<file path="config.mk">
export PLATFORM = sky130hd
export DESIGN_NAME = mean_div_scheduler
export DESIGN_NICKNAME = d
export VERILOG_FILES = /design/src/rtl/kmeans_pkg.sv /design/src/rtl/mean_div_scheduler_rr_arbiter.sv /design/src/rtl/mean_div_scheduler.sv
export SDC_FILE = /design/constraint.sdc
export NUM_CORES = 1
export LEC_CHECK = 0
export ABC_CLOCK_PERIOD_IN_PS = 6200
export CAP_MARGIN = 25
export CORE_MARGIN = 3
export CORE_UTILIZATION = 35
export CTS_CLUSTER_SIZE = 30
export DETAILED_ROUTE_END_ITERATION = 8
export GPL_TIMING_DRIVEN = 0
export PLACE_DENSITY = 0.81
export SLEW_MARGIN = 20
export SYNTH_ARGS = -nofsm -noshare
export SYNTH_HDL_FRONTEND = slang
export SYNTH_SLANG_ARGS = --single-unit
</file>
<file path="constraint.sdc">
create_clock -name clk -period 6.2 [get_ports clk]
set_input_delay 1.55 -clock clk [delete_from_list [all_inputs] [get_ports clk]]
set_output_delay 1.55 -clock clk [all_outputs]
set_load 0.01 [all_outputs]
</file>
<file path="src/rtl/kmeans_pkg.sv">
// Shared widths, defaults and FSM state type for the k-means mean-phase divider scheduler.
package kmeans_pkg;
   localparam int SUM_W       = 20;
   localparam int CNT_W       = 12;
   localparam int N_REQ_DEF   = 4;
   localparam int DIV_LAT_DEF = 24;

   typedef enum logic [1:0] {
      ST_IDLE = 2'd0,
      ST_LOAD = 2'd1,
      ST_WAIT = 2'd2,
      ST_RESP = 2'd3
   } state_t;
endpackage

</file>
<file path="src/rtl/mean_div_scheduler_rr_arbiter.sv">
// Round-robin arbiter: combinational one-hot grant searched from ptr; ptr advances past the served index.
// No backpressure of its own; ptr only moves when the owner reports completion via upd.
module rr_arbiter #(
   parameter int N_REQ = 4,
   parameter int IDX_W = 2
) (
   input  logic             clk,
   input  logic             rst_n,
   input  logic [N_REQ-1:0] req,
   input  logic             upd,
   input  logic [IDX_W-1:0] upd_idx,
   output logic [N_REQ-1:0] grant,
   output logic [IDX_W-1:0] grant_idx,
   output logic             grant_vld
);
   logic [IDX_W-1:0] ptr;
   logic [IDX_W-1:0] pos;

   always_ff @(posedge clk or negedge rst_n) begin
      if (!rst_n) begin
         ptr <= '0;
      end else if (upd) begin
         ptr <= (upd_idx == IDX_W'(N_REQ - 1)) ? '0 : upd_idx + 1'b1;
      end
   end

   // First requester at or after ptr wins, so every held request is reached within N_REQ grants.
   always_comb begin
      grant     = '0;
      grant_idx = '0;
      grant_vld = 1'b0;
      pos       = '0;
      for (int k = 0; k < N_REQ; k++) begin
         pos = IDX_W'((int'(ptr) + k) % N_REQ);
         if (!grant_vld && req[pos]) begin
            grant_vld  = 1'b1;
            grant_idx  = pos;
            grant[pos] = 1'b1;
         end
      end
   end
endmodule

</file>
<file path="src/rtl/mean_div_scheduler.sv">
// Shares one pipelined divider among N_REQ cluster-mean requesters; ack at DIV_LAT+2 cycles after grant (1 if cnt=0).
// Requests are levels held until ack; en low blocks grants and aborts an in-flight divide without ack.
module mean_div_scheduler
   import kmeans_pkg::*;
#(
   parameter int N_REQ   = N_REQ_DEF,
   parameter int DIV_LAT = DIV_LAT_DEF
) (
   input  logic                   clk,
   input  logic                   rst_n,
   input  logic                   en,
   input  logic [N_REQ-1:0]       req,
   input  logic [N_REQ*SUM_W-1:0] sum,
   input  logic [N_REQ*CNT_W-1:0] cnt,
   output logic [N_REQ-1:0]       ack,
   output logic [SUM_W-1:0]       mean,
   output logic                   zero_div,
   output logic                   busy,
   output logic                   div_ce,
   output logic                   div_sclr,
   output logic [SUM_W-1:0]       div_dividend,
   output logic [CNT_W-1:0]       div_divisor,
   input  logic [SUM_W-1:0]       div_quotient
);
   localparam int IDX_W = (N_REQ > 1) ? $clog2(N_REQ) : 1;
   localparam int CTR_W = (DIV_LAT > 1) ? $clog2(DIV_LAT) : 1;

   state_t             state;
   state_t             nstate;
   logic [N_REQ-1:0]   grant;
   logic [IDX_W-1:0]   grant_idx;
   logic               grant_vld;
   logic [IDX_W-1:0]   idx;
   logic [SUM_W-1:0]   lat_sum;
   logic [CNT_W-1:0]   lat_cnt;
   logic [SUM_W-1:0]   sel_sum;
   logic [CNT_W-1:0]   sel_cnt;
   logic [CTR_W-1:0]   ctr;
   logic [SUM_W-1:0]   mean_q;
   logic               zero_q;
   logic               take;
   logic               ctr_last;
   logic               wait_run;

   rr_arbiter #(.N_REQ(N_REQ), .IDX_W(IDX_W)) u_arb (
      .clk       (clk),
      .rst_n     (rst_n),
      .req       (req),
      .upd       (state == ST_RESP),
      .upd_idx   (idx),
      .grant     (grant),
      .grant_idx (grant_idx),
      .grant_vld (grant_vld)
   );

   assign take     = (state == ST_IDLE) && en && grant_vld;
   assign ctr_last = (ctr == CTR_W'(DIV_LAT - 1));
   assign wait_run = (state == ST_WAIT) && en;

   always_comb begin
      sel_sum = '0;
      sel_cnt = '0;
      for (int i = 0; i < N_REQ; i++) begin
         if (grant[i]) begin
            sel_sum = sum[i*SUM_W +: SUM_W];
            sel_cnt = cnt[i*CNT_W +: CNT_W];
         end
      end
   end

   always_ff @(posedge clk or negedge rst_n) begin
      if (!rst_n) begin
         state <= ST_IDLE;
      end else begin
         state <= nstate;
      end
   end

   // Completion is purely counter-based; div_quotient is never inspected for a done indication.
   always_comb begin
      nstate = state;
      case (state)
         ST_IDLE: if (take) nstate = (sel_cnt == '0) ? ST_RESP : ST_LOAD;
         ST_LOAD: nstate = en ? ST_WAIT : ST_IDLE;
         ST_WAIT: begin
            if (!en)           nstate = ST_IDLE;
            else if (ctr_last) nstate = ST_RESP;
         end
         ST_RESP: nstate = ST_IDLE;
         default: nstate = ST_IDLE;
      endcase
   end

   always_comb begin
      busy         = (state != ST_IDLE);
      div_sclr     = (state == ST_LOAD);
      div_ce       = wait_run;
      div_dividend = '0;
      div_divisor  = '0;
      if (state == ST_LOAD || state == ST_WAIT) begin
         div_dividend = lat_sum;
         div_divisor  = lat_cnt;
      end
      ack = '0;
      for (int i = 0; i < N_REQ; i++) begin
         ack[i] = (state == ST_RESP) && (idx == IDX_W'(i));
      end
   end

   always_ff @(posedge clk or negedge rst_n) begin
      if (!rst_n) begin
         idx     <= '0;
         lat_sum <= '0;
         lat_cnt <= '0;
         ctr     <= '0;
         mean_q  <= '0;
         zero_q  <= 1'b0;
      end else begin
         if (take) begin
            idx     <= grant_idx;
            lat_sum <= sel_sum;
            lat_cnt <= sel_cnt;
            if (sel_cnt == '0) begin
               mean_q <= '0;
               zero_q <= 1'b1;
            end
         end
         if (wait_run && !ctr_last) begin
            ctr <= ctr + 1'b1;
         end else begin
            ctr <= '0;
         end
         if (wait_run && ctr_last) begin
            mean_q <= div_quotient;
            zero_q <= 1'b0;
         end
      end
   end

   assign mean     = mean_q;
   assign zero_div = zero_q;
endmodule

</file>
==> results of run 1 <==
## sequential cells by signal, summed over array words and instances (netlist names)
signal / cells
mean: 20
ctr: 5
lat_sum: 20
u_arb.ptr: 2
idx: 2
lat_cnt: 12
zero_div: 1
state: 2
## worst min-delay path by stage
stage | endpoint | slack [ns] | depth (start not counted)
after global routing | lat_sum[4] | 0.49 | 2
after global placement | ctr[0] | 0.45 | 1
after floorplan | ctr[0] | 0.43 | 1
after CTS | ctr[0] | 0.46 | 1
final | ctr[0] | 0.46 | 1
after detailed placement | ctr[0] | 0.45 | 1
## power by group through the flow
stage                     Clock [W]  Combinational [W]  Sequential (W)
after CTS                  0.000509            0.00239        0.000611
after floorplan                   0            0.00154        0.000593
after detailed placement          0            0.00238        0.000618
after global placement            0            0.00233        0.000608
after global routing       0.000531            0.00261        0.000625
final                      0.000498            0.00240        0.000611
## cells in the final DEF, fill, tap and decap left out, types with 23 or more instances in the layout
master           synthesis  routed
o21ai_0                 35      35
clkdlybuf4s50_1          0     213
nor2_1                  38      38
nand2_1                 87      87
nor3_1                  26      26
dfrtp_1                 64      64
and2_1                  39      39
a21oi_1                 37      37
a221oi_1                23      23
clkbuf_1                23      23
## cell families after synthesis
| logic type | count (synthesis) | share of synthesized area (%) |
|---|---|---|
| mux | 18 | 5.44 |
| buf+inv | 52 | 5.33 |
| simple gates | 226 | 24.6 |
| flops | 64 | 35.7 |
| compound gates | 152 | 23.6 |
| xor+xnor | 3 | 0.586 |
| fa+ha+maj | 17 | 4.74 |
## routing by layer
metal  track usage [%]  up-vias
met5                 0        -
met4              7.17        0
met3              3.94       24
met2              37.7      245
met1              28.3     2248
li1                  -     2336
## cell type report
cell class	instances	area share (%)
Sequential cell	64	22.4
Timing Repair Buffer	215	30.2
Tap cell	168	2.94
Inverter	10	0.525
Clock inverter	5	0.788
Multi-Input combinational cell	416	37.0
Clock buffer	10	3.34
Buffer	42	2.82
## stage by stage
stage | utilization, % | setup slack, ns | power, W | hold slack, ns | instance area (sq um)
final | 58.3 | 1.02 | 0.00351 | 0.464 | 7150
after global routing | 58.3 | 0.736 | 0.00377 | 0.493 | 7150
after CTS | 58.3 | 1.02 | 0.00351 | 0.463 | 7150
after detailed placement | 55.9 | 0.719 | 0.00300 | 0.454 | 6850
after global placement | 55.7 | 0.809 | 0.00293 | 0.451 | 6840
after floorplan | - | 1.85 | 0.00213 | 0.431 | 4480
==> impl_results.md, run 1 <==
- Cell variety after synth: between 50 and 60
- Synth area leader: dfrtp_1
- Clock tree root driver cell: clkbuf_16
- 1st-pass router iterations: 5
- CTS tree: built
- Footprint of the multi-input gates: between 0.002 and 0.003 sq mm
- FFs w/ async S/R, synth: 100%
- Crit-path slowest cell: mux4_2
- Longest Clk Path Bufs: 2
- Synth Area per Inst: 8.43 sq um
- P_sw: around 0.0016 W
- WS Path Type: input port to flip-flop
- RR Startpoint: u_arb.ptr[0]
- Reg clk slew, reported paths: 0.06 ns
- Fmax: 193 MHz
- Buffers and inverters on the worst path: 4
- Post-cts gate resize count: 0
- Chip width: approximately 120 um
- Final setup fails: 0
- Total core area: ~0.012 sq mm
- WL final: between 15000 and 20000 um
- Fin. Hold Viols: 0
- Pwr/cell area: roughly 500 mW/mm^2
- Most common cell in the netlist: nand2_1
- DR iter-0 viols: 320
- GRT Overall Usage: ~22%
- EDFF count, synth: 0
- Row count: 40
- Residual DRC count: 0
- Tmin final: 5.18 ns
- Clock skew: 0.00662 ns
- Vias per cell: ~5.2
- RR Endpoint: mean[17]
- Crit path max-delay family: buffers and inverters
- Via count: 4853
- Post-CTS Setup Inserts: 0
- Type of destination of the critical path: flip-flop
- Max VDD drop: about 0.27 mV
- Ant. Diodes: 0
- Met1 Wirelength: around 6600 um
- Top Layer Used: met4
- Met2 WL post-DR: roughly 7900 um
- Io pins: about 220
- Net Sw Frac: 46.8%
- Slew Limit Fails: 0
- LEAKAGE: 2.82 nW
- Non-Filler Instances: 930
- Number of synthesized register bits: between 60 and 70
- Post-synth top cells: nand2_1, dfrtp_1, and2_1
- CP startpoint: req[3]
- Final #Nets: a little over 900
- Seq/Total Area, Yosys: 35.7%
- CTS Buf Count: 9
- Hold Startpoint: ctr[0]
- Critical path launch point type: input port
- Latest clock arrival within the worst-skew pair: between 0.3 and 0.4 ns
- Initial antenna violation count: 0
- Critical path, cell by cell: clkdlybuf4s50_1 -> mux4_2 -> buf_6 -> a31o_1 -> a221oi_2 -> o21ai_1 -> buf_2 -> a21oi_1 -> a21oi_1 -> nor4_1 -> nand4_2 -> nor4_4 -> buf_6 -> a21oi_2
- Initial core utilization: a little over a third
- Combinational share of power: approximately 68%
- Share of cells above drive strength 1: approximately a tenth
- Reg power frac: approximately 17%
- Post-synth design cell area: around 0.0045 sq mm
- RSZ-0062 raised after global routing: no
- Synth top area share: around 36%
- Worst Path Max Fanout: 10
- CP Capture Point: mean[17]
- Slowest cell delay on critical path: between 0.6 and 0.7 ns
- Post-DP HPWL: 13000 um
- Largest net degree at the start of global routing: 34
- Post-route setup TNS: 0 ns
- Cells on worst reg2reg path: 17
- Filler instances: between 1000 and 1500
- Worst-Margin Slew: 0.666 ns
- Min-Delay Path Class: flip-flop to flip-flop
- Synth Net Count: around 700
- Reg2Reg Setup Slack: 1.12 ns
- First-pass GRT wire length: 25400 um
- Status: complete, no violations
- Grt ovf: 0
- CTS H-tree depth: 3
- Synth top area cells: dfrtp_1, nand2_1, and2_1
- Crit path depth: 14
- DR WL met3: 1160 um
- Reg area: ~0.0016 sq mm
- Max-cap viol count: 0
- Max-slew headroom: between 50% and 60%
- Synth warn: 0
- Main synth FF type: dfrtp_1
- Post-CTS Hold Buffers: 0
- Die ar.: approximately 0.014 sq mm
- Clock share of power: between 10% and 20%
- Vias in the first global route: 4911
- Clk sink count: between 60 and 70
- Final ANT Viol Nets: 0
- Cell count after synthesis: 532
- Int Pwr: around 0.0019 W
- Period utilization: 83.5%
- WP data required: roughly 6.4 ns
- Placed Cells: 915
- Area grow syn2layout: 59.4%
- Arr. time, crit path: roughly 5.4 ns
- GPL Wtd Cong: between 0.8 and 0.9
- Wire per inst: 17.2 um
- Die height: 119 um
- Port bufs: around 210
Power figures use the tool's default switching activity.
==> run 2: changes to the inputs <==
ABC_CLOCK_PERIOD_IN_PS = 4600   (was 6200)
PLACE_DENSITY = 0.83   (was 0.81)
clock period = 4.6 ns   (was 6.2 ns; I/O delays follow)
==> run 2 against run 1 <==
  * Global-route usage fell by 0.95 points
  * Critical path depth increased by 3
  * Design area is 0.46% higher
  * Critical path type is now flip-flop to flip-flop
  * Largest power group unchanged
==> impl_results.md, run 2 (same netlist as run 1, synthesis figures left out) <==
- Final WS setup: 0.214 ns (-0.808 ns)
- Clk sink count: 64 (unchanged)
- Die ar.: 0.0142 sq mm (unchanged)
- P_sw: 0.00218 W (+33%)
- Worst hold endpoint: lat_sum[19]
- CP startpoint: u_arb.ptr[0]
- LEAKAGE: 2.87 nW (+1.7%)
- RR Endpoint: mean[9]
- Residual DRC count: 0 (unchanged)
- Period utilization: between 90% and 100%
- Initial antenna violation count: 0 (unchanged)
- Grt ovf: 0 (unchanged)
- Fin. Hold Viols: 0 (unchanged)
- GPL Wtd Cong: 0.930 (+4.3%)
- Post-DP HPWL: 12300 um (-5.4%)
- Slew Limit Fails: 0 (unchanged)
- Fmax: between 200 and 250 MHz
- Hold Path Cell Cnt: 2 (+1)
- Worst Path Max Fanout: 10 (unchanged)
- Min-Delay Path Class: flip-flop to flip-flop
- Arr. time, crit path: 4.59 ns (-0.79 ns)
- Area grow syn2layout: 60.2%
- Cells on worst reg2reg path: 17 (unchanged)
- Critical path launch point type: flip-flop
- Vias in the first global route: 4788 (-2.5%)
- Die height: 119 um (unchanged)
- Initial core utilization: 36.6% (unchanged)
- Longest Clk Path Bufs: 2 (unchanged)
- Clock skew: 0.00570 ns (-0.000926 ns)
- First-pass GRT wire length: 24400 um (-4.1%)
- Chip width: 119 um (unchanged)
- CTS Buf Count: 9 (unchanged)
- Vias per cell: 5.26 (+0.78%)
- Final Util: 58.6% (+0.27 points)
- Most frequent cells in the layout: clkdlybuf4s50_1, nand2_1, dfrtp_1, and2_1, nor2_1
- Tmin final: 4.39 ns
- WP data required: 4.81 ns (-1.59 ns)
- WS Path Type: flip-flop to flip-flop
- Reg power frac: 17.7% (+0.3 points)
- Latest clock arrival within the worst-skew pair: 0.32 ns (about the same)
- Io pins: 215 (unchanged)
- Hold Startpoint: lat_sum[19]
- Reg2Reg Setup Slack: 0.21 ns (-0.91 ns)
- RSZ-0062 raised after global routing: no
- Combinational share of power: 69.3% (+1.0 points)
- Max-cap viol count: 0 (unchanged)
- Final ANT Viol Nets: 0 (unchanged)
- Worst-Margin Slew: 0.568 ns (-0.0981 ns)
- Ant. Diodes: 0 (unchanged)
- Final #Nets: 932 (+0.22%)
- Final setup fails: 0 (unchanged)
- RR Startpoint: u_arb.ptr[0]
- Reg clk slew, reported paths: 0.05 ns (about the same)
- Max-slew headroom: 62.1% (+6.5 points)
- CTS H-tree depth: 3 (unchanged)
- Type of destination of the critical path: flip-flop
- Status: complete, no violations
- Pwr/cell area: 651 mW/mm^2 (+33%)
- Row count: 40 (unchanged)
- 1st-pass router iterations: 5 (unchanged)
- Largest net degree at the start of global routing: 35 (+2.9%)
- Share of cells above drive strength 1: 10.5% (+1.0 points)
- Total core area: 0.0123 sq mm (unchanged)
- Max VDD drop: 0.408 mV (+49%)
- WL final: 15600 um (-2.7%)
- Int Pwr: 0.00249 W (+34%)
- Post-CTS Hold Buffers: 0 (unchanged)
- Most common cell after layout, fill and taps aside: clkdlybuf4s50_1
- Net Sw Frac: 46.7% (-0.091 points)
- Clock share of power: 13.0% (-1.2 points)
- Clock tree root driver cell: clkbuf_16
- DR iter-0 viols: 340 (+6.3%)
- Wire per inst: 16.7 um (-2.9%)
- Pre-CTS setup slack: -0.464 ns (-1.18 ns)
- Via count: 4896 (+0.89%)
- CTS tree: built
- Hold slack: 0.469 ns (+0.00511 ns)
- GRT Overall Usage: 21.1% (-0.95 points)
- Port bufs: 214 (unchanged)
==> run 2: changes by cell type in the layout (fill, tap and decap cells not counted), moves of 2 or more <==
| cell | previous run | this run |
|---|---|---|
| buf_4 | 1 | 3 |
| buf_1 | 9 | 7 |
| clkdlybuf4s50_1 | 213 | 209 |
| dlymetal6s2s_1 | 0 | 4 |
| clkbuf_4 | 0 | 2 |
==> run 2: how the worst max path moves through the flow <==
stage | to | slack (ns) | cells past startpoint
3_3_place_gp | mean[6] | -0.36 | 17
6_report | mean[9] | 0.21 | 17
4_1_cts | mean[11] | 0.09 | 14
3_5_place_dp | mean[11] | -0.46 | 17
5_1_grt | mean[13] | 0.01 | 17
2_1_floorplan | mean[0] | 0.49 | 17
==> run 2: timing repair <==
item	CTS	global route
setup buffers	0	2
resized for setup	2	13
setup endpoints to repair	26	24
pin swaps	1	3
cloned	0	1
==> run 2: final cells by class <==
| class | instances | area [sq um] |
|---|---|---|
| Multi-Input combinational cell | 416 | 2670 |
| Fill cell | 1111 | 5080 |
| Clock inverter | 4 | 22.5 |
| Clock buffer | 10 | 239 |
| Buffer | 41 | 205 |
| Tap cell | 168 | 210 |
| Inverter | 10 | 37.5 |
| Sequential cell | 64 | 1600 |
| Timing Repair Buffer | 218 | 2190 |
==> run 2: through the flow <==
stage                     TNS, ns  power, W  std cells  area [sq um]
after floorplan                 0   0.00287        532          4480
after global placement      -7.39   0.00395        914          6840
after detailed placement   -10.07   0.00400        915          6850
after CTS                       0   0.00463        928          7110
after global routing            0   0.00504        931          7180
final                           0   0.00468        931          7180
==> run 2: layer usage <==
layer | GRT usage [%] | part of all wire, %
met1 | 27.5 | 43
met4 | 6.44 | 1.6
met5 | 0 | 0
met2 | 35.4 | 48
met3 | 4.27 | 7.6
==> run 2: critical path: stages, from the launching register on <==
cell	delay (ns)
dfrtp_2	0.42
clkbuf_4	0.23
clkbuf_4	0.24
inv_1	0.13
ha_4	0.35
mux4_2	0.35
nor4b_4	0.43
nand2_1	0.14
o21a_1	0.13
and2_1	0.13
buf_1	0.18
a221o_1	0.34
a311oi_2	0.29
nand4_2	0.18
nor4_4	0.29
buf_4	0.18
buf_2	0.20
a21oi_2	0.04
==> run 2: power groups by stage <==
stage | combinational [W] | sequential (W) | clock (W)
6_report | 0.00324 | 0.000828 | 0.000608
5_1_grt | 0.00355 | 0.000844 | 0.000650
3_5_place_dp | 0.00316 | 0.000835 | 0
4_1_cts | 0.00318 | 0.000826 | 0.000621
3_3_place_gp | 0.00313 | 0.000827 | 0
2_1_floorplan | 0.00207 | 0.000799 | 0
==> run 3: changes to the inputs <==
CORE_MARGIN = not set   (was 3)
RECOVER_POWER = 100   (was not set)
==> run 3 against run 2 <==
  * The flow now finishes with violations (capacitance limit, slew limit)
  * Hold slack lost 0.0069 ns
  * Clock-buffer cell count fell by 1
  * Non-clock buffer count unchanged
  * Largest power group unchanged
  * Register-to-register slack gained 0.07 ns
  * Worst setup slack improved by 0.015 ns
  * Routed wire length shrank 1.1%
  * Sequential share of layout area decreased by 0.089 points
  * Design area is 0.40% higher
  * Clock skew grew 0.0015 ns
  * Core utilization rose by 0.23 points
  * Sequential cell count unchanged
==> impl_results.md, run 3 (same netlist as run 1, synthesis figures left out) <==
- Initial core utilization: 36.6% (unchanged)
- Final #Nets: 932 (unchanged)
- Critical path launch point type: input port
- Fin. Hold Viols: 0 (unchanged)
- Vias per cell: 5.14 (-2.3%)
- Ant. Diodes: 0 (unchanged)
- Placed Cells: 915 (unchanged)
- Cells on worst reg2reg path: 16 (-1)
- Initial antenna violation count: 0 (unchanged)
- Final WS setup: 0.228 ns (+0.0147 ns)
- WL final: 15400 um (-1.1%)
- Arr. time, crit path: 4.58 ns (about the same)
- Slew Limit Fails: 67 (+67)
- GRT Overall Usage: 23.0% (+1.8 points)
- Worst-Margin Slew: 1.95 ns (+1.39 ns)
- Tmin final: 4.37 ns (-0.0147 ns)
- Post-route setup TNS: 0 ns (unchanged)
- Net Sw Frac: 45.9% (-0.77 points)
- CTS tree: built
- Clock share of power: 16.4% (+3.4 points)
- Wire per inst: 16.5 um (-1.3%)
- Int Pwr: 0.00260 W (+4.1%)
- 1st-pass router iterations: 4 (-1)
- Final ANT Viol Nets: 0 (unchanged)
- Max VDD drop: 0.441 mV (+8.2%)
- Post-CTS Hold Buffers: 0 (unchanged)
- Type of destination of the critical path: flip-flop
- Post-DP HPWL: 12100 um (-1.2%)
- Hold Path Cell Cnt: 1 (-1)
- Filler instances: 1126 (+1.4%)
- Area grow syn2layout: 60.8%
- CTS Buf Count: 9 (unchanged)
- Period utilization: 95.0% (-0.32 points)
- Most common cell after layout, fill and taps aside: clkdlybuf4s50_1
- Largest net degree at the start of global routing: 36 (+2.9%)
- Clk sink count: 64 (unchanged)
- Port bufs: 214 (unchanged)
- Via count: 4795 (-2.1%)
- Reg clk slew, reported paths: 0.06 ns (about the same)
- Max-slew headroom: -30.3% (-92 points)
- Final setup fails: 0 (unchanged)
- Share of cells above drive strength 1: 10.3% (-0.16 points)
- Pre-CTS setup slack: -0.454 ns (+0.00939 ns)
- Max-cap viol count: 2 (+2)
- WS Path Type: input port to flip-flop
- Most frequent cells in the layout: clkdlybuf4s50_1, nand2_1, dfrtp_1, dlygate4sd3_1, nor2_1
- Pwr/cell area: 665 mW/mm^2 (+2.2%)
- LEAKAGE: 2.99 nW (+4.3%)
- CTS H-tree depth: 3 (unchanged)
- Vias in the first global route: 4689 (-2.1%)
- RSZ-0062 raised after global routing: no
- Clock tree root driver cell: clkbuf_16
- Non-Filler Instances: 933 (+0.21%)
- Residual DRC count: 0 (unchanged)
- Grt ovf: 0 (unchanged)
- P_sw: 0.00220 W (+0.88%)
- Row count: 40 (unchanged)
- Worst Path Max Fanout: 10 (unchanged)
- Io pins: 215 (unchanged)
- Status: finished, violations left
- Die height: 115 um (-3.4%)
- Combinational share of power: 66.2% (-3.1 points)
- Reg power frac: 17.4% (-0.3 points)
- GPL Wtd Cong: 0.911 (-2.0%)
- Clock skew: 0.00715 ns (+0.00146 ns)
- Latest clock arrival within the worst-skew pair: 0.32 ns (about the same)
- Fmax: 229 MHz (+0.34%)
- Failing checks: capacitance limit, slew limit
- Longest Clk Path Bufs: 2 (unchanged)
- First-pass GRT wire length: 23500 um (-3.5%)
- Chip width: 115 um (-3.4%)
- Min-Delay Path Class: flip-flop to flip-flop
- WP data required: 4.80 ns (about the same)
- Die ar.: 0.0133 sq mm (-6.6%)
- DR iter-0 viols: 250 (-26%)
- Total core area: 0.0123 sq mm (unchanged)
- Pwr Total: 0.00480 W (+2.6%)
==> run 3: path summary, 6_finish.rpt <==
kind | endpoint | start | slack, ns
worst min register to register | ctr[0] | ctr[0] | 0.46
worst max-delay path | mean[3] | req[1] | 0.23
worst min-delay path | ctr[0] | ctr[0] | 0.46
min in group asynchronous | mean[16] | rst_n | 1.23
worst max register to register | mean[3] | u_arb.ptr[1] | 0.28
max in group asynchronous | lat_sum[19] | rst_n | 0.84
==> run 3: through the flow <==
stage	hold WS, ns	utilization, %	cell area [sq um]
final	0.462	58.8	7210
after global routing	0.489	58.8	7210
after CTS	0.465	58.7	7200
after detailed placement	0.457	55.9	6850
after global placement	0.448	55.7	6840
after floorplan	0.431	-	4480
==> run 3: cell type report <==
class,instances,area [sq um],area share (%)
Clock inverter,7,119,1.65
Buffer,41,190,2.64
Tap cell,168,210,2.92
Inverter,10,37.5,0.521
Timing Repair Buffer,218,2130,29.6
Multi-Input combinational cell,416,2690,37.3
Sequential cell,64,1600,22.2
Clock buffer,9,225,3.12
==> run 3: repair_timing <==
action	4_1_cts	5_1_grt
pin swaps	1	3
endpoints found under the setup margin	29	27
cloned	0	1
setup buffers	0	2
gates resized for setup	2	17
==> run 3: metal layers <==
metal  track usage, %  routed length (um)  vias up  share of wire [%]
met5                0                   0        -                  0
met4             7.36                 301        0                2.0
met1             29.1                6570     2241                 43
met3             5.27                1040       24                6.8
met2             38.7                7490      186                 49
li1                 -                   -     2344                  -
==> run 3: power by group through the flow <==
| stage | Clock, W | Combinational (W) | Sequential (W) |
|---|---|---|---|
| after floorplan | 0 | 0.00207 | 0.000799 |
| after global placement | 0 | 0.00311 | 0.000830 |
| after detailed placement | 0 | 0.00315 | 0.000840 |
| after CTS | 0.000801 | 0.00316 | 0.000832 |
| after global routing | 0.000823 | 0.00351 | 0.000851 |
| final | 0.000788 | 0.00318 | 0.000833 |
==> run 3: critical path: stages <==
cell      delay, ns
clkbuf_1       0.16
mux4_2         0.57
clkbuf_1       0.27
a31o_1         0.25
a221oi_2       0.24
o21ai_2        0.17
buf_2          0.23
a21oi_1        0.16
a21oi_1        0.12
nor4_2         0.33
nand4_2        0.20
nor4_4         0.30
buf_4          0.18
buf_2          0.20
a21oi_2        0.04
==> edit 1: new RTL, config.mk and constraints of run 3 <==
Reset style: synchronous (`rst_n`), changed in 3 clocked blocks.
--- a/src/rtl/mean_div_scheduler_rr_arbiter.sv
+++ b/src/rtl/mean_div_scheduler_rr_arbiter.sv
@@ -16,7 +16,7 @@
    logic [IDX_W-1:0] ptr;
    logic [IDX_W-1:0] pos;
 
-   always_ff @(posedge clk or negedge rst_n) begin
+   always_ff @(posedge clk) begin
       if (!rst_n) begin
          ptr <= '0;
       end else if (upd) begin
--- a/src/rtl/mean_div_scheduler.sv
+++ b/src/rtl/mean_div_scheduler.sv
@@ -68,7 +68,7 @@
       end
    end
 
-   always_ff @(posedge clk or negedge rst_n) begin
+   always_ff @(posedge clk) begin
       if (!rst_n) begin
          state <= ST_IDLE;
       end else begin
@@ -107,7 +107,7 @@
       end
    end
 
-   always_ff @(posedge clk or negedge rst_n) begin
+   always_ff @(posedge clk) begin
       if (!rst_n) begin
          idx     <= '0;
          lat_sum <= '0;
Behaviour: differs if rst_n is asserted again (counterexample within 4 cycles, from zero or initial values and one cycle with rst_n low); with rst_n held inactive, the same outputs for 4 cycles.
==> edit 1 against run 3 <==
Sequential cell count did not move. Design area fell by 6.7%. Final cell count fell by 4.3%. Routed wire length rose by 0.53%. Area after synthesis fell by 9.1%. Via count rose by 4.7%. Setup slack got worse by 120 ps. Largest cell class unchanged.
Power is not compared: it rests on default switching activity, and its combinational part moved more than twofold at a synthesized area within 25%.
==> edit 1: results (changes against run 3) <==
- The worst-case setup slack after placement is -480.7 ps (was -454.2 ps).
- The proportion of synthesized chip area in sequential cells is 31.43% (was 35.72%).
- The post-DP HPWL is 12,310 um (was 12,130 um).
- The count of instances resized after the clock tree is built is 4 (was 2).
- The share of post-route cells with drive strength above 1 is 6.533% (was 10.33%).
- Leading cell types by count after synthesis: sky130_fd_sc_hd__a21oi_1 (66), sky130_fd_sc_hd__dfxtp_1 (64), sky130_fd_sc_hd__nor2_1 (44), sky130_fd_sc_hd__and2_1 (40), sky130_fd_sc_hd__o21ai_0 (37) (was sky130_fd_sc_hd__nand2_1 (87), sky130_fd_sc_hd__dfrtp_1 (64), sky130_fd_sc_hd__and2_1 (39), sky130_fd_sc_hd__nor2_1 (38), sky130_fd_sc_hd__a21oi_1 (37)).
- The count of filler cells inserted in the layout was 1,032 (was 1,126).
- The final weighted congestion in routability-driven placement is 0.9084 (was 0.9114).
- The final hold slack came to 452.8 ps (was 462.2 ps).
- The delay of the slowest critical-path stage is 530 ps (was 570 ps).
- The end point of the worst hold path is lat_cnt[1] (was ctr[0]).
- Main area contributors after synthesis: sky130_fd_sc_hd__dfxtp_1 (31%), sky130_fd_sc_hd__a21oi_1 (8.1%), sky130_fd_sc_hd__and2_1 (6.1%), sky130_fd_sc_hd__ha_1 (5.2%), sky130_fd_sc_hd__a221oi_1 (4.7%) (was sky130_fd_sc_hd__dfrtp_1 (36%), sky130_fd_sc_hd__nand2_1 (7.3%), sky130_fd_sc_hd__and2_1 (5.4%), sky130_fd_sc_hd__ha_1 (4.7%), sky130_fd_sc_hd__a221oi_1 (4.5%)).
- The reg-to-reg startpoint is u_arb.ptr[0] (was u_arb.ptr[1]).
- The post-synthesis cell type count was 55 (was 51).
- The data arrival time of the critical path is 4690 ps (was 4580 ps).
- The setup slack on the worst flop-to-flop path is 240 ps (was 280 ps).
- The pin slew with the least headroom to its limit was 590.4 ps (was 1954 ps).
- The number of antenna violations at the first check in global routing is 1 (was 0).
- The net count after synthesis is 693 (was 704).
- Result of the run: finished clean (was complete, but fails checks).
- The worst reg-to-reg path cell count is 15 (was 16).
- The pin count of the biggest net entering global routing is 13 (was 36).
- The starting DRC count in detailed routing came to 407 (was 250).
- The per-cell routed wire length is 17.35 um (was 16.52 um).
- The number of buffers inserted by port buffering is 213 (was 214).
- The total via count after detailed routing is 5,019 (was 4,795).
- The share of synthesized registers carrying an async set or reset came to 0% (was 100.0%).
- The origin of the worst min-delay path is lat_cnt[1] (was ctr[0]).
- The number of global-route vias before repair is 4,599 (was 4,689).
==> edit 1: cell types whose count changed in the layout (fill, tap and decap cells not counted), moves of 6 or more <==
cell / run 3 / this run
sky130_fd_sc_hd__clkdlybuf4s50_1: 155 / 162
sky130_fd_sc_hd__nand2_1: 87 / 27
sky130_fd_sc_hd__dfrtp_1: 63 / 0
sky130_fd_sc_hd__clkbuf_2: 0 / 7
sky130_fd_sc_hd__dfxtp_1: 0 / 64
sky130_fd_sc_hd__a21oi_2: 20 / 1
sky130_fd_sc_hd__a21oi_1: 37 / 66
sky130_fd_sc_hd__nor2_1: 38 / 44
sky130_fd_sc_hd__o211ai_1: 1 / 12
sky130_fd_sc_hd__a22o_1: 0 / 20
==> edit 1: worst max path at each step <==
stage | depth (start not counted) | to | start
floorplan | 12 | mean[0] | req[0]
global placement | 14 | mean[10] | req[2]
detailed placement | 14 | mean[13] | req[2]
CTS | 15 | mean[13] | u_arb.ptr[1]
global route | 14 | mean[10] | req[2]
finish | 14 | mean[13] | req[2]
==> edit 1: report_power, final <==
part	internal [mW]	leakage, nW	total (mW)	switching, mW
registers	0.623	0.522	0.662	0.0389
logic	0.428	1.98	0.943	0.515
clock network	0.396	0.139	0.640	0.244
total	1.45	2.64	2.25	0.798
==> edit 1: cell type report <==
| class | instances | area (sq um) | share of cell area, % |
|---|---|---|---|
| multi-input cells | 398 | 2571 | 38.23 |
| flip-flops and latches | 64 | 1281 | 19.05 |
| clock inverters | 5 | 37.54 | 0.5581 |
| plain buffers | 46 | 216.5 | 3.219 |
| repair buffers | 214 | 2142 | 31.85 |
| clock buffers | 11 | 252.7 | 3.758 |
| well taps | 143 | 178.9 | 2.660 |
| inverters | 12 | 45.04 | 0.6698 |
==> edit 1: kinds of logic after synthesis <==
| kind of cell | count (synthesis) | share of synthesized area (%) |
|---|---|---|
| xor+xnor | 3 | 0.6447 |
| compound gates | 198 | 32.17 |
| flops | 64 | 31.43 |
| buf+inv | 59 | 6.323 |
| mux | 12 | 3.683 |
| fa+ha+maj | 17 | 5.218 |
| simple gates | 168 | 20.53 |
==> edit 1: per-stage QoR <==
step | setup TNS (ps) | instances
3_5_place_dp | -9973 | 877
4_1_cts | 0 | 893
2_1_floorplan | 0 | 521
3_3_place_gp | -6704 | 877
5_1_grt | -593.0 | 893
6_report | 0 | 893
==> edit 1: worst max-delay path, delay by kind of cell <==
family	cells	cell delay, ps
multiplexers	1	530
buffers and inverters	4	1080
AND/OR/NAND/NOR	2	430
AO/OA/AOI/OAI	7	1500
==> edit 1: layer usage <==
metal	vias up	GRT usage (%)	share of wire, %
met1	2338	29.85	41
met5	-	0	0
met2	281	40.94	50
li1	2375	-	-
met3	25	4.742	8.0
met4	0	8.762	1.8
==> edit 2: new RTL, flow settings as in run 3 <==
Without the edit above. `N_REQ_DEF`: 4 -> 8.
--- a/src/rtl/kmeans_pkg.sv
+++ b/src/rtl/kmeans_pkg.sv
@@ -2,7 +2,7 @@
 package kmeans_pkg;
    localparam int SUM_W       = 20;
    localparam int CNT_W       = 12;
-   localparam int N_REQ_DEF   = 4;
+   localparam int N_REQ_DEF   = 8;
    localparam int DIV_LAT_DEF = 24;
 
    typedef enum logic [1:0] {
Ports: changed (resized ack, cnt, req and sum); port bits go from 215 to 351. No check against the original RTL was run, so the function may have changed too.
==> edit 2 against run 3 <==
The run ends with max-capacitance violations, max-slew violations, negative setup slack left. Sequential cell count is 2 higher. Routed wire length rose by 150%. Largest cell class unchanged. Maximum frequency decreased by 13%. Clock skew fell by 2.3 ps. Critical path depth grew 7. Design area is 77% higher. Non-clock buffer count is 244 higher. Setup slack lost 670 ps. Via count is 100% higher. Total power grew 120%. Critical endpoint is now mean[13]. Largest power group unchanged. Area after synthesis up 55%. Combinational power rose to 2.9 times the old value.
==> edit 2: results (changes against run 3) <==
- Result of the run: complete, but fails checks (unchanged).
- Failing checks: max-capacitance violations, max-slew violations, negative setup slack (was max-capacitance violations, max-slew violations).
- The data arrival time of the critical path came to 5250 ps (was 4580 ps).
- The final weighted congestion in routability-driven placement is 1.010 (was 0.9114).
- The starting DRC count in detailed routing was 982 (was 250).
- The worst vdd rail ir drop is 0.8663 mV (was 0.4412 mV).
- The terminus of the critical flop-to-flop path was mean[13] (was mean[3]).
- The number of buffers inserted by port buffering came to 349 (was 214).
- The origin of the worst min-delay path is lat_cnt[10] (was ctr[0]).
- The final-report setup violation count is 22 (was 0).
- The number of slew-limit violations in the final report is 44 (was 67).
- The final worst setup slack is -440.8 ps (was 228.5 ps).
- The worst-case headroom to the max-slew limit is -56.70% (was -30.27%).
- The number of nets in the layout came to 1,623 (was 932).
- The routed metal-1 wire length was 14,390 um (was 6573 um).
- The total length of routed met2 wires came to 18,260 um (was 7493 um).
- Main area contributors after synthesis: sky130_fd_sc_hd__dfrtp_1 (24%), sky130_fd_sc_hd__a21oi_1 (6.5%), sky130_fd_sc_hd__nand2_1 (5.8%), sky130_fd_sc_hd__mux4_2 (4.9%), sky130_fd_sc_hd__and2_1 (4.1%) (was sky130_fd_sc_hd__dfrtp_1 (36%), sky130_fd_sc_hd__nand2_1 (7.3%), sky130_fd_sc_hd__and2_1 (5.4%), sky130_fd_sc_hd__ha_1 (4.7%), sky130_fd_sc_hd__a221oi_1 (4.5%)).
- The end point of the worst hold path is lat_cnt[10] (was ctr[0]).
- The critical path class is flop to flop (was input port to flop).
- The total of max-cap violations is 1 (was 2).
- The pin count of the biggest net entering global routing is 44 (was 36).
- The final hold slack is 465.7 ps (was 462.2 ps).
- The global-route track usage on met2 is 56.79% (was 38.67%).
- The setup TNS is -9344 ps (was 0 ps).
- The placed instance area is 10,900 sq um (was 6853 sq um).
- The count of instances resized after the clock tree is built is 157 (was 2).
- The net count after synthesis was 1,194 (was 704).
- The post-DP HPWL came to 28,720 um (was 12,130 um).
- Leading cell types by count after synthesis: sky130_fd_sc_hd__nand2_1 (107), sky130_fd_sc_hd__a21oi_1 (90), sky130_fd_sc_hd__clkbuf_1 (66), sky130_fd_sc_hd__dfrtp_1 (66), sky130_fd_sc_hd__nor2_1 (58) (was sky130_fd_sc_hd__nand2_1 (87), sky130_fd_sc_hd__dfrtp_1 (64), sky130_fd_sc_hd__and2_1 (39), sky130_fd_sc_hd__nor2_1 (38), sky130_fd_sc_hd__a21oi_1 (37)).
- The number of antenna violations at the first check in global routing came to 18 (was 0).
- The global-route met1 utilization is 44.82% (was 29.13%).
- The mean area per synthesized cell is 7.806 sq um (was 8.427 sq um).
- The share of post-route cells with drive strength above 1 is 22.45% (was 10.33%).
- The placed cell count is 1,504 (was 915).
- The worst hold path stage count is 2 (was 1).
- The cell with the largest stage delay on the worst path is sky130_fd_sc_hd__or4_4 (was sky130_fd_sc_hd__mux4_2).
- The final cell count without fillers is 1,607 (was 933).
==> edit 2: changes by cell type in the layout (fill, tap and decap cells not counted), moves of 19 or more <==
| cell | delta |
|---|---|
| sky130_fd_sc_hd__clkdlybuf4s50_1 | +186 |
| sky130_fd_sc_hd__buf_4 | +63 |
| sky130_fd_sc_hd__dlygate4sd3_1 | -54 |
| sky130_fd_sc_hd__a22oi_1 | +38 |
| sky130_fd_sc_hd__a21oi_1 | +28 |
| sky130_fd_sc_hd__o221ai_1 | +20 |
| sky130_fd_sc_hd__diode_2 | +19 |
==> edit 2: tightest hold or removal path, stage by stage, from the launching register on <==
cell and delay, ps:
sky130_fd_sc_hd__dfrtp_1 330, sky130_fd_sc_hd__nand2_1 40, sky130_fd_sc_hd__o21ai_0 60
==> edit 2: final cells by class <==
| cell class | count | area, sq um |
|---|---|---|
| antenna | 19 | 47.55 |
| buffer | 82 | 588.1 |
| clock buffer | 10 | 239.0 |
| clock inverter | 6 | 66.31 |
| fill | 1611 | 6735 |
| inverter | 18 | 80.08 |
| multi-input combinational | 720 | 5657 |
| sequential | 66 | 1655 |
| tap | 265 | 331.6 |
| timing repair buffer | 421 | 4063 |
==> edit 2: power groups by stage <==
stage	clock network (mW)	logic, mW	registers (mW)
final	0.689	9.07	0.863
after global routing	0.722	9.55	0.880
after CTS	0.695	7.80	0.857
after detailed placement	0	6.81	0.868
after global placement	0	6.75	0.859
after floorplan	0	4.46	0.833
==> edit 2: logic make-up (layout without fill, tap and decap cells) <==
logic type	Yosys count	after routing	share of synthesized area (%)
AND/OR/NAND/NOR	331	331	23.35
AO/OA/AOI/OAI	312	312	31.86
buffers and inverters	103	537	6.221
flip-flops	66	66	23.80
multiplexers	53	53	10.66
adder cells (fa/ha/maj)	18	18	3.246
XOR/XNOR	6	6	0.8657
other	0	19	0
